`src/rtl/boid_frame_writer_pkg.sv`:
```
// boid_frame_writer_pkg: shared boids display geometry, scan sizing and frame-writer state encoding
package boid_frame_writer_pkg;
  localparam int VIDEO_WIDTH = 640;
  localparam int VIDEO_HEIGHT = 480;
  localparam int PIXEL_COUNT = VIDEO_WIDTH * VIDEO_HEIGHT;
  localparam int ADDR_WIDTH = $clog2(PIXEL_COUNT);
  localparam int MAX_BOIDS = 16;
  localparam int BITS_FOR_BOIDS = $clog2(MAX_BOIDS);
  typedef enum logic [2:0] {ST_IDLE, ST_CLEAR, ST_SCAN, ST_DRAIN, ST_DONE} state_t;
endpackage

```
`src/rtl/boid_frame_writer_if.sv`:
```
// boid_frame_writer_if: boid position fetch and display-memory write bus
interface boid_frame_writer_if #(
  parameter int BITS_FOR_BOIDS = boid_frame_writer_pkg::BITS_FOR_BOIDS,
  parameter int ADDR_WIDTH = boid_frame_writer_pkg::ADDR_WIDTH
);
  logic [BITS_FOR_BOIDS-1:0] boid_sel;
  logic [9:0] boid_x;
  logic [8:0] boid_y;
  logic clear_pulse;
  logic wr_en;
  logic [ADDR_WIDTH-1:0] wr_addr;
  modport master (output boid_sel, clear_pulse, wr_en, wr_addr, input boid_x, boid_y);
  modport slave (input boid_sel, clear_pulse, wr_en, wr_addr, output boid_x, boid_y);
endinterface

```
`src/rtl/boid_frame_writer_pixel_addr_calc.sv`:
```
// pixel_addr_calc: registered y*width+x address with on-screen qualified valid
module pixel_addr_calc #(
  parameter int VIDEO_WIDTH = boid_frame_writer_pkg::VIDEO_WIDTH,
  parameter int VIDEO_HEIGHT = boid_frame_writer_pkg::VIDEO_HEIGHT,
  parameter int ADDR_WIDTH = boid_frame_writer_pkg::ADDR_WIDTH
) (
  input  logic                  clock,
  input  logic                  resetn,
  input  logic                  en_i,
  input  logic [9:0]            x_i,
  input  logic [8:0]            y_i,
  output logic [ADDR_WIDTH-1:0] addr_o,
  output logic                  vld_o
);
  logic [ADDR_WIDTH-1:0] addr_q, addr_d;
  logic vld_q, vld_d;
  always_comb begin
    vld_d = en_i && int'(x_i) < VIDEO_WIDTH && int'(y_i) < VIDEO_HEIGHT;
    addr_d = vld_d ? ADDR_WIDTH'(y_i) * ADDR_WIDTH'(VIDEO_WIDTH) + ADDR_WIDTH'(x_i) : '0;
  end
  always_ff @(posedge clock or negedge resetn) begin
    if (!resetn) begin
      addr_q <= '0;
      vld_q <= 1'b0;
    end else begin
      addr_q <= addr_d;
      vld_q <= vld_d;
    end
  end
  assign addr_o = addr_q;
  assign vld_o = vld_q;
endmodule

```
`src/rtl/boid_frame_writer.sv`:
```
// boid_frame_writer: per frame, clears display memory then plots every on-screen boid
module boid_frame_writer #(
  parameter int MAX_BOIDS = boid_frame_writer_pkg::MAX_BOIDS,
  parameter int BITS_FOR_BOIDS = boid_frame_writer_pkg::BITS_FOR_BOIDS,
  parameter int VIDEO_WIDTH = boid_frame_writer_pkg::VIDEO_WIDTH,
  parameter int VIDEO_HEIGHT = boid_frame_writer_pkg::VIDEO_HEIGHT,
  parameter int ADDR_WIDTH = boid_frame_writer_pkg::ADDR_WIDTH
) (
  input  logic                        clock,
  input  logic                        resetn,
  input  logic                        screen_end,
  output logic                        busy,
  output logic                        frame_done,
  output logic [7:0]                  overrun_cnt,
  boid_frame_writer_if.master         bus
);
  import boid_frame_writer_pkg::state_t, boid_frame_writer_pkg::ST_IDLE, boid_frame_writer_pkg::ST_CLEAR,
         boid_frame_writer_pkg::ST_SCAN, boid_frame_writer_pkg::ST_DRAIN, boid_frame_writer_pkg::ST_DONE;
  state_t state_q, state_d;
  logic [BITS_FOR_BOIDS-1:0] sel_q, sel_d;
  logic [7:0] ovr_q, ovr_d;
  logic frame_done_q, last_sel;
  assign last_sel = sel_q == BITS_FOR_BOIDS'(MAX_BOIDS - 1);
  always_comb begin
    state_d = state_q;
    case (state_q)
      ST_IDLE:  state_d = screen_end ? ST_CLEAR : ST_IDLE;
      ST_CLEAR: state_d = ST_SCAN;
      ST_SCAN:  state_d = last_sel ? ST_DRAIN : ST_SCAN;
      ST_DRAIN: state_d = ST_DONE;
      default:  state_d = ST_IDLE;
    endcase
    sel_d = (state_q == ST_SCAN && !last_sel) ? sel_q + 1'b1 : '0;
    ovr_d = (screen_end && state_q != ST_IDLE && ovr_q != 8'hFF) ? ovr_q + 8'd1 : ovr_q;
  end
  always_ff @(posedge clock or negedge resetn) begin
    if (!resetn) begin
      state_q <= ST_IDLE;
      sel_q <= '0;
      ovr_q <= '0;
      frame_done_q <= 1'b0;
    end else begin
      state_q <= state_d;
      sel_q <= sel_d;
      ovr_q <= ovr_d;
      frame_done_q <= state_q == ST_DONE;
    end
  end
  // position sampled while boid_sel is presented; write lands one cycle later
  pixel_addr_calc #(
    .VIDEO_WIDTH(VIDEO_WIDTH),
    .VIDEO_HEIGHT(VIDEO_HEIGHT),
    .ADDR_WIDTH(ADDR_WIDTH)
  ) u_calc (
    .clock(clock),
    .resetn(resetn),
    .en_i(state_q == ST_SCAN),
    .x_i(bus.boid_x),
    .y_i(bus.boid_y),
    .addr_o(bus.wr_addr),
    .vld_o(bus.wr_en)
  );
  assign bus.boid_sel = sel_q;
  assign bus.clear_pulse = state_q == ST_CLEAR;
  assign busy = state_q != ST_IDLE;
  assign frame_done = frame_done_q;
  assign overrun_cnt = ovr_q;
endmodule

```
`src/flat_wrapper.sv`:
```
// flat-port wrapper written by rule: the top's interface ports become plain ports
module boid_frame_writer_flat import boid_frame_writer_pkg::state_t, boid_frame_writer_pkg::ST_IDLE, boid_frame_writer_pkg::ST_CLEAR,
         boid_frame_writer_pkg::ST_SCAN, boid_frame_writer_pkg::ST_DRAIN, boid_frame_writer_pkg::ST_DONE;
#(
  parameter int MAX_BOIDS = boid_frame_writer_pkg::MAX_BOIDS,
  parameter int BITS_FOR_BOIDS = boid_frame_writer_pkg::BITS_FOR_BOIDS,
  parameter int VIDEO_WIDTH = boid_frame_writer_pkg::VIDEO_WIDTH,
  parameter int VIDEO_HEIGHT = boid_frame_writer_pkg::VIDEO_HEIGHT,
  parameter int ADDR_WIDTH = boid_frame_writer_pkg::ADDR_WIDTH
)
  (clock, resetn, screen_end, busy, frame_done, overrun_cnt, bus_boid_sel, bus_clear_pulse, bus_wr_en, bus_wr_addr, bus_boid_x, bus_boid_y);
  boid_frame_writer_if #(.BITS_FOR_BOIDS(BITS_FOR_BOIDS), .ADDR_WIDTH(ADDR_WIDTH)) bus_i ();
  input  logic clock;
  input  logic resetn;
  input  logic screen_end;
  output logic busy;
  output logic frame_done;
  output logic [7:0] overrun_cnt;
  output wire logic [$bits(bus_i.boid_sel)-1:0] bus_boid_sel;
  output wire logic [$bits(bus_i.clear_pulse)-1:0] bus_clear_pulse;
  output wire logic [$bits(bus_i.wr_en)-1:0] bus_wr_en;
  output wire logic [$bits(bus_i.wr_addr)-1:0] bus_wr_addr;
  input wire logic [$bits(bus_i.boid_x)-1:0] bus_boid_x;
  input wire logic [$bits(bus_i.boid_y)-1:0] bus_boid_y;
  assign bus_boid_sel = bus_i.boid_sel;
  assign bus_clear_pulse = bus_i.clear_pulse;
  assign bus_wr_en = bus_i.wr_en;
  assign bus_wr_addr = bus_i.wr_addr;
  assign bus_i.boid_x = bus_boid_x;
  assign bus_i.boid_y = bus_boid_y;
  boid_frame_writer #(.MAX_BOIDS(MAX_BOIDS), .BITS_FOR_BOIDS(BITS_FOR_BOIDS), .VIDEO_WIDTH(VIDEO_WIDTH), .VIDEO_HEIGHT(VIDEO_HEIGHT), .ADDR_WIDTH(ADDR_WIDTH)) u_core (.clock(clock), .resetn(resetn), .screen_end(screen_end), .busy(busy), .frame_done(frame_done), .overrun_cnt(overrun_cnt), .bus(bus_i));
endmodule
```
`config.mk`:
```
export PLATFORM = sky130hd
export DESIGN_NAME = boid_frame_writer_flat
export DESIGN_NICKNAME = d
export VERILOG_FILES = /design/src/rtl/boid_frame_writer_pkg.sv /design/src/rtl/boid_frame_writer_if.sv /design/src/rtl/boid_frame_writer_pixel_addr_calc.sv /design/src/rtl/boid_frame_writer.sv /design/src/flat_wrapper.sv
export SDC_FILE = /design/constraint.sdc
export NUM_CORES = 1
export LEC_CHECK = 0
export ABC_AREA = 1
export ABC_CLOCK_PERIOD_IN_PS = 1900
export CAP_MARGIN = 0
export CORE_MARGIN = 8
export CORE_UTILIZATION = 48
export CTS_BUF_LIST = sky130_fd_sc_hd__clkbuf_16
export DETAILED_ROUTE_END_ITERATION = 16
export PLACE_DENSITY = 0.8
export REMOVE_ABC_BUFFERS = 1
export SLEW_MARGIN = 20
export SYNTH_ARGS = -nofsm -noshare
export SYNTH_HDL_FRONTEND = slang
export SYNTH_SLANG_ARGS = --single-unit
export TNS_END_PERCENT = 30
```
`constraint.sdc`:
```
create_clock -name clock -period 1.9 [get_ports clock]
set_input_delay 0.285 -clock clock [delete_from_list [all_inputs] [get_ports clock]]
set_output_delay 0.285 -clock clock [all_outputs]
set_load 0.05 [all_outputs]
```
=== Word level (Yosys, flattened, before mapping) ===
Cells that the tools add are included.

* Register bits after elaboration: 36
* Input bits: 22
* Output and inout port bits: 35
* Word-level logic and storage cells: 31

* $add $sub $neg: 3
* $mul: 1
* Magnitude comparators: 2
* Equality and inequality tests: 6
* Muxes and demuxes: 5
* Reductions and logical operators: 8

{| class="wikitable"
|+ Operator list
! kind !! count
|-
| adder 19 x 10 -> 19 bit || 1
|-
| two-way mux 19 bit || 1
|-
| multiplier 9 x 3 -> 12 bit, second input constant || 1
|-
| case mux 3 bit (4 select lines) || 1
|-
| < comparator 10 bit, second input constant || 1
|-
| < comparator 9 bit, second input constant || 1
|-
| adder 8 x 1 -> 8 bit, second input constant || 1
|-
| inequality test 8 bit, second input constant || 1
|-
| equality test 3 x 2 -> 1 bit, second input constant || 2
|-
| logical AND 1 bit || 5
|-
| adder 4 x 1 -> 4 bit, second input constant || 1
|-
| equality test 4 bit, second input constant || 1
|-
| two-way mux 4 bit || 1
|-
| equality test 3 x 1 -> 1 bit, second input constant || 1
|-
| equality test 3 bit, second input constant || 1
|-
| logical NOT 3 bit || 1
|-
| nonzero test 3 bit || 1
|-
| two-way mux 1 bit || 2
|-
| logical NOT 1 bit || 1
|}

=== Logic depth before layout (Yosys ltp) ===
* Word-level depth: 4
* Mapped depth: 13
* Mapped depth without buffers: 13

=== Hierarchy ===
Synthesis repeated with hierarchy kept, for this count alone.

* Cell total of the unflattened synthesis: 272
* Area total of the unflattened synthesis: 2178.3 um^2

{| class="wikitable"
|+ By module, submodules not included
! module !! instances !! cells each !! area an instance (um^2) !! seq. area each (um^2)
|-
| pixel_addr_calc || 1 || 167 || 1335.0 || 500.5
|-
| boid_frame_writer || 1 || 105 || 843.3 || 400.4
|}

=== Least setup slack after synthesis ===
Ideal clock, no wire load.

* Kind: input to register
* From: input bus_boid_y[1]
* To: register u_core.u_calc.addr_q[18] (netlist: u_core.u_calc.addr_o[18])
* Setup time: 78 ps
* Arrival time: 2044 ps
* Data required time: 1822 ps
* Path slack: -222 ps
* Cell stages on the path: 11
* Buffers on the path: 0
* Cells stage by stage: ha_1 -> ha_1 -> fa_1 -> nand2_1 -> nor2_1 -> nand2_1 -> nand2_1 -> nand3_1 -> nor2_2 -> nand3_1 -> a21oi_1

* Longest elaborated chain between the ends: 3
* Elaborated cells between the ends (all ways): 5
* Those cells by class: add/sub: 1; mul: 1; order compare: 1; mux: 1; reduce/logical: 1

{| class="wikitable"
|+ RTL lines
! element !! line !! RTL
|-
| start: declaration || flat_wrapper.sv:24 || <nowiki>input wire logic [$bits(bus_i.boid_y)-1:0] bus_boid_y;</nowiki>
|-
| multiplier 9 x 3 -> 12 bit or < comparator 9 bit (tied branches) || boid_frame_writer_pixel_addr_calc.sv:19, boid_frame_writer_pixel_addr_calc.sv:18 ||
|-
| adder 19 x 10 -> 19 bit or logical AND 1 bit (tied branches) || boid_frame_writer_pixel_addr_calc.sv:19, boid_frame_writer_pixel_addr_calc.sv:18 ||
|-
| two-way mux 19 bit * || boid_frame_writer_pixel_addr_calc.sv:19 || <nowiki>addr_d = vld_d ? ADDR_WIDTH'(y_i) * ADDR_WIDTH'(VIDEO_WIDTH) + ADDR_WIDTH'(x_i) : '0;</nowiki>
|-
| net u_core.u_calc.addr_d[18] || boid_frame_writer_pixel_addr_calc.sv:15 || <nowiki>logic [ADDR_WIDTH-1:0] addr_q, addr_d;</nowiki>
|-
| end signal: assignment || boid_frame_writer_pixel_addr_calc.sv:26 || <nowiki>addr_q <= addr_d;</nowiki>
|-
| end: declaration || boid_frame_writer_pixel_addr_calc.sv:15 ||
|}

The timed path passes the listed nets; every way through them passes the cells marked *.
A chain may end at the register's enable or synchronous reset.

=== Final worst setup path ===
* From: input bus_boid_y[1]
* To: register u_core.u_calc.addr_q[16] (netlist: u_core.u_calc.addr_o[16])

Same word-level chain as after synthesis.

==> metrics <==
number of port buffers 56; gr ovfl total 0; vias per inst 4.94; layout net count 375; Worst Skew 0.00226 ns; post-layout total power 3.65 mW; commonest cells in the netlist nand2_1 (47), inv_1 (37), dfrtp_1 (36), nor2_1 (23); RSZ-0062 raised after global routing yes; Tightest Hold Check Type in2async; P&R area growth vs syn 56.4%; number of global-route vias before repair a little under 2000; Req. time, crit path 2.10 ns; Synth Area in Simple Gates roughly 23%; Ant. Diodes 0; Sink Count 36; DP Cell Count between 300 and 400; Final min period ~2.0 ns; Max VDD drop 0.000494 V; WL/cell ~14 um; xor/xnor cell area share of the yosys netlist 4.60%; FF-to-FF End u_core.overrun_cnt[6]; antenna violations before repair 0; first-pass GRT wire length approximately 9000 um; Final Instance Count excl. Fillers slightly below 400; register area share after synthesis 43.6%; Syn Inst Count around 240; Ys Warns 0; adder-cell share of the synthesized area between 10% and 20%; DRT Wirelength around 5400 um; largest net degree at the start of global routing 37; RD Place Congestion roughly 0.8; critical setup path kind in2reg; Clock Path Buffers 2; Synth Flop Type dfrtp_1; critical path peak fanout 3; Die H 81.6 um; Leak approximately 1.6 nW; Post-synth EDFFs 0; Mapped Area ~0.0021 mm^2; Skew-Pair Late Insertion Delay between 0.2 and 0.3 ns; CORE AREA about 0.0043 mm^2; PD cells between 1000 and 1500 mW/mm^2; Global Route Usage Sum ~17%; Worst slew margin 64.0%; dominant cells by area after synthesis dfrtp_1 (44%), ha_1 (12%), nand2_1 (8.5%), inv_1 (6.7%), nand3_1 (4.6%); total CTS buffers 5; Mean Syn Cell Area 8.47 um^2; largest family of logic cells by synthesized area simple AND/OR/NAND/NOR gates; Placed Area between 0.002 and 0.003 mm^2; mux contribution to synthesized area 0%; drt pass-1 iters 4; CTS tree done; max-slew violations 0; Async SR Flop Fraction between 90% and 100%; Final period util 105%; Yosys reg bits 36; DRT iter0 DRCs 65; total negative slack -0.294 ns; failing checks negative setup slack; CP Capture Type flop; DRC errors left 0; top-area cell type share of the netlist area a little over two fifths; io pins 57; H-tree depth 2; CP arrival approximately 2.2 ns; share of layout cells above drive strength 1 a little under a quarter; Setup violations, final 4; slew of the pin with the lowest slew margin around 0.54 ns; row cnt 24; R2R depth 7; status finished with violations; RR Startpoint u_core.overrun_cnt[1]; max_cap viols 0; Critical Path Start Type input port; Reg clk slew, reported paths 0.05 ns; hold slack between 0.4 and 0.5 ns; Design Area, Final roughly 0.0032 mm^2; compound-gate portion of the synthesized area under 10%; Final WS setup -0.103 ns; ANT nets after route 0; Final HPWL DP around 3800 um; Root Buffer clkbuf_16; die footprint ~0.0067 mm^2; top-count cell post-synth nand2_1; Hold Vio Cnt, Final 0; R2R Setup Slk about 0.22 ns; routed via count 1900; Die Wd slightly above 80 um; Synth area leader dfrtp_1; FMAX 499 MHz; Initial Utilization about half; post-synth cell types 25
worst max path at each step:
stage / start / to / slack (ns)
after floorplan: bus_boid_y[1] / u_core.u_calc.addr_o[18] / -0.23
after global placement: bus_boid_y[1] / u_core.u_calc.addr_o[17] / -0.68
after detailed placement: bus_boid_y[1] / u_core.u_calc.addr_o[18] / -0.76
after CTS: bus_boid_y[7] / u_core.u_calc.addr_o[18] / 0.009
after global routing: bus_boid_y[1] / u_core.u_calc.addr_o[12] / -0.14
final: bus_boid_y[1] / u_core.u_calc.addr_o[16] / -0.10
layout by cell type, fill, tap and decap left out, drive strengths merged:
master and n:
nand2 51, clkdlybuf4s50 45, inv 42, dfrtp 36, buf 33, nor2 27
nand3 20, ha 19, o21ai 14, a21oi 13, xor2 7, clkbuf 5
nand4 4, nor3 3, xnor2 3, clkdlybuf4s15 2, dlymetal6s2s 2, fa 2
a21boi 1, a31o 1, nor3b 1, clkinv 1, dlygate4sd2 1
layout make-up:
cell class                      count  area [um^2]
Multi-Input combinational cell    166         1220
Inverter                           40          150
Clock buffer                        5          125
Timing Repair Buffer               83          758
Sequential cell                    36          901
Tap cell                           52         65.1
Fill cell                         291         1030
Clock inverter                      3         11.3
timing repair:
item | in CTS | in global routing
hold buffers | 0 | 0
pin swaps | 15 | 11
endpoints found under the setup margin | 8 | 6
gates resized for setup | 42 | 17
setup buffers | 1 | 1
stage by stage:
| step | setup slack [ns] | util [%] |
|---|---|---|
| after floorplan | -0.228 | - |
| after global placement | -0.678 | 67.2 |
| after detailed placement | -0.756 | 67.2 |
| after CTS | 0.00900 | 74.0 |
| after global routing | -0.143 | 75.8 |
| final | -0.103 | 75.8 |
critical path: stages:
cell     delay, ns
buf_8         0.10
ha_4          0.24
ha_4          0.17
fa_2          0.57
nand2_2       0.06
nor2_1        0.13
nand2_1       0.10
nand2_2       0.11
nand3_4       0.09
nor2_4        0.12
nand2_1       0.07
a21oi_1       0.15
routing by layer:
layer  vias to the layer above  GRT usage, %  share of wire, %
li1                        954             -                 -
met5                         -             0                 0
met4                         0          7.72               2.3
met3                        15          4.05               6.8
met1                       869          18.0                38
met2                        62          31.3                53
cells by family (layout without fill, tap and decap cells):
logic type | after synthesis | after routing
AO/OA/AOI/OAI | 29 | 29
buffers and inverters | 42 | 131
XOR/XNOR | 10 | 10
AND/OR/NAND/NOR | 106 | 106
adder cells (fa/ha/maj) | 21 | 21
flip-flops | 36 | 36
flip-flops by register name, summed over array words and instances (netlist names):
register and cells:
u_core.u_calc.addr_o 19, u_core.bus.boid_sel 4, u_core.state_q 3, u_core.frame_done 1
u_core.u_calc.vld_o 1, u_core.overrun_cnt 8
power by group:
part | switching (mW) | internal [mW]
Sequential | 0.120 | 0.939
Combinational | 1.19 | 0.648
Clock | 0.282 | 0.471
Note: power is estimated with default switching activity, not from simulation.
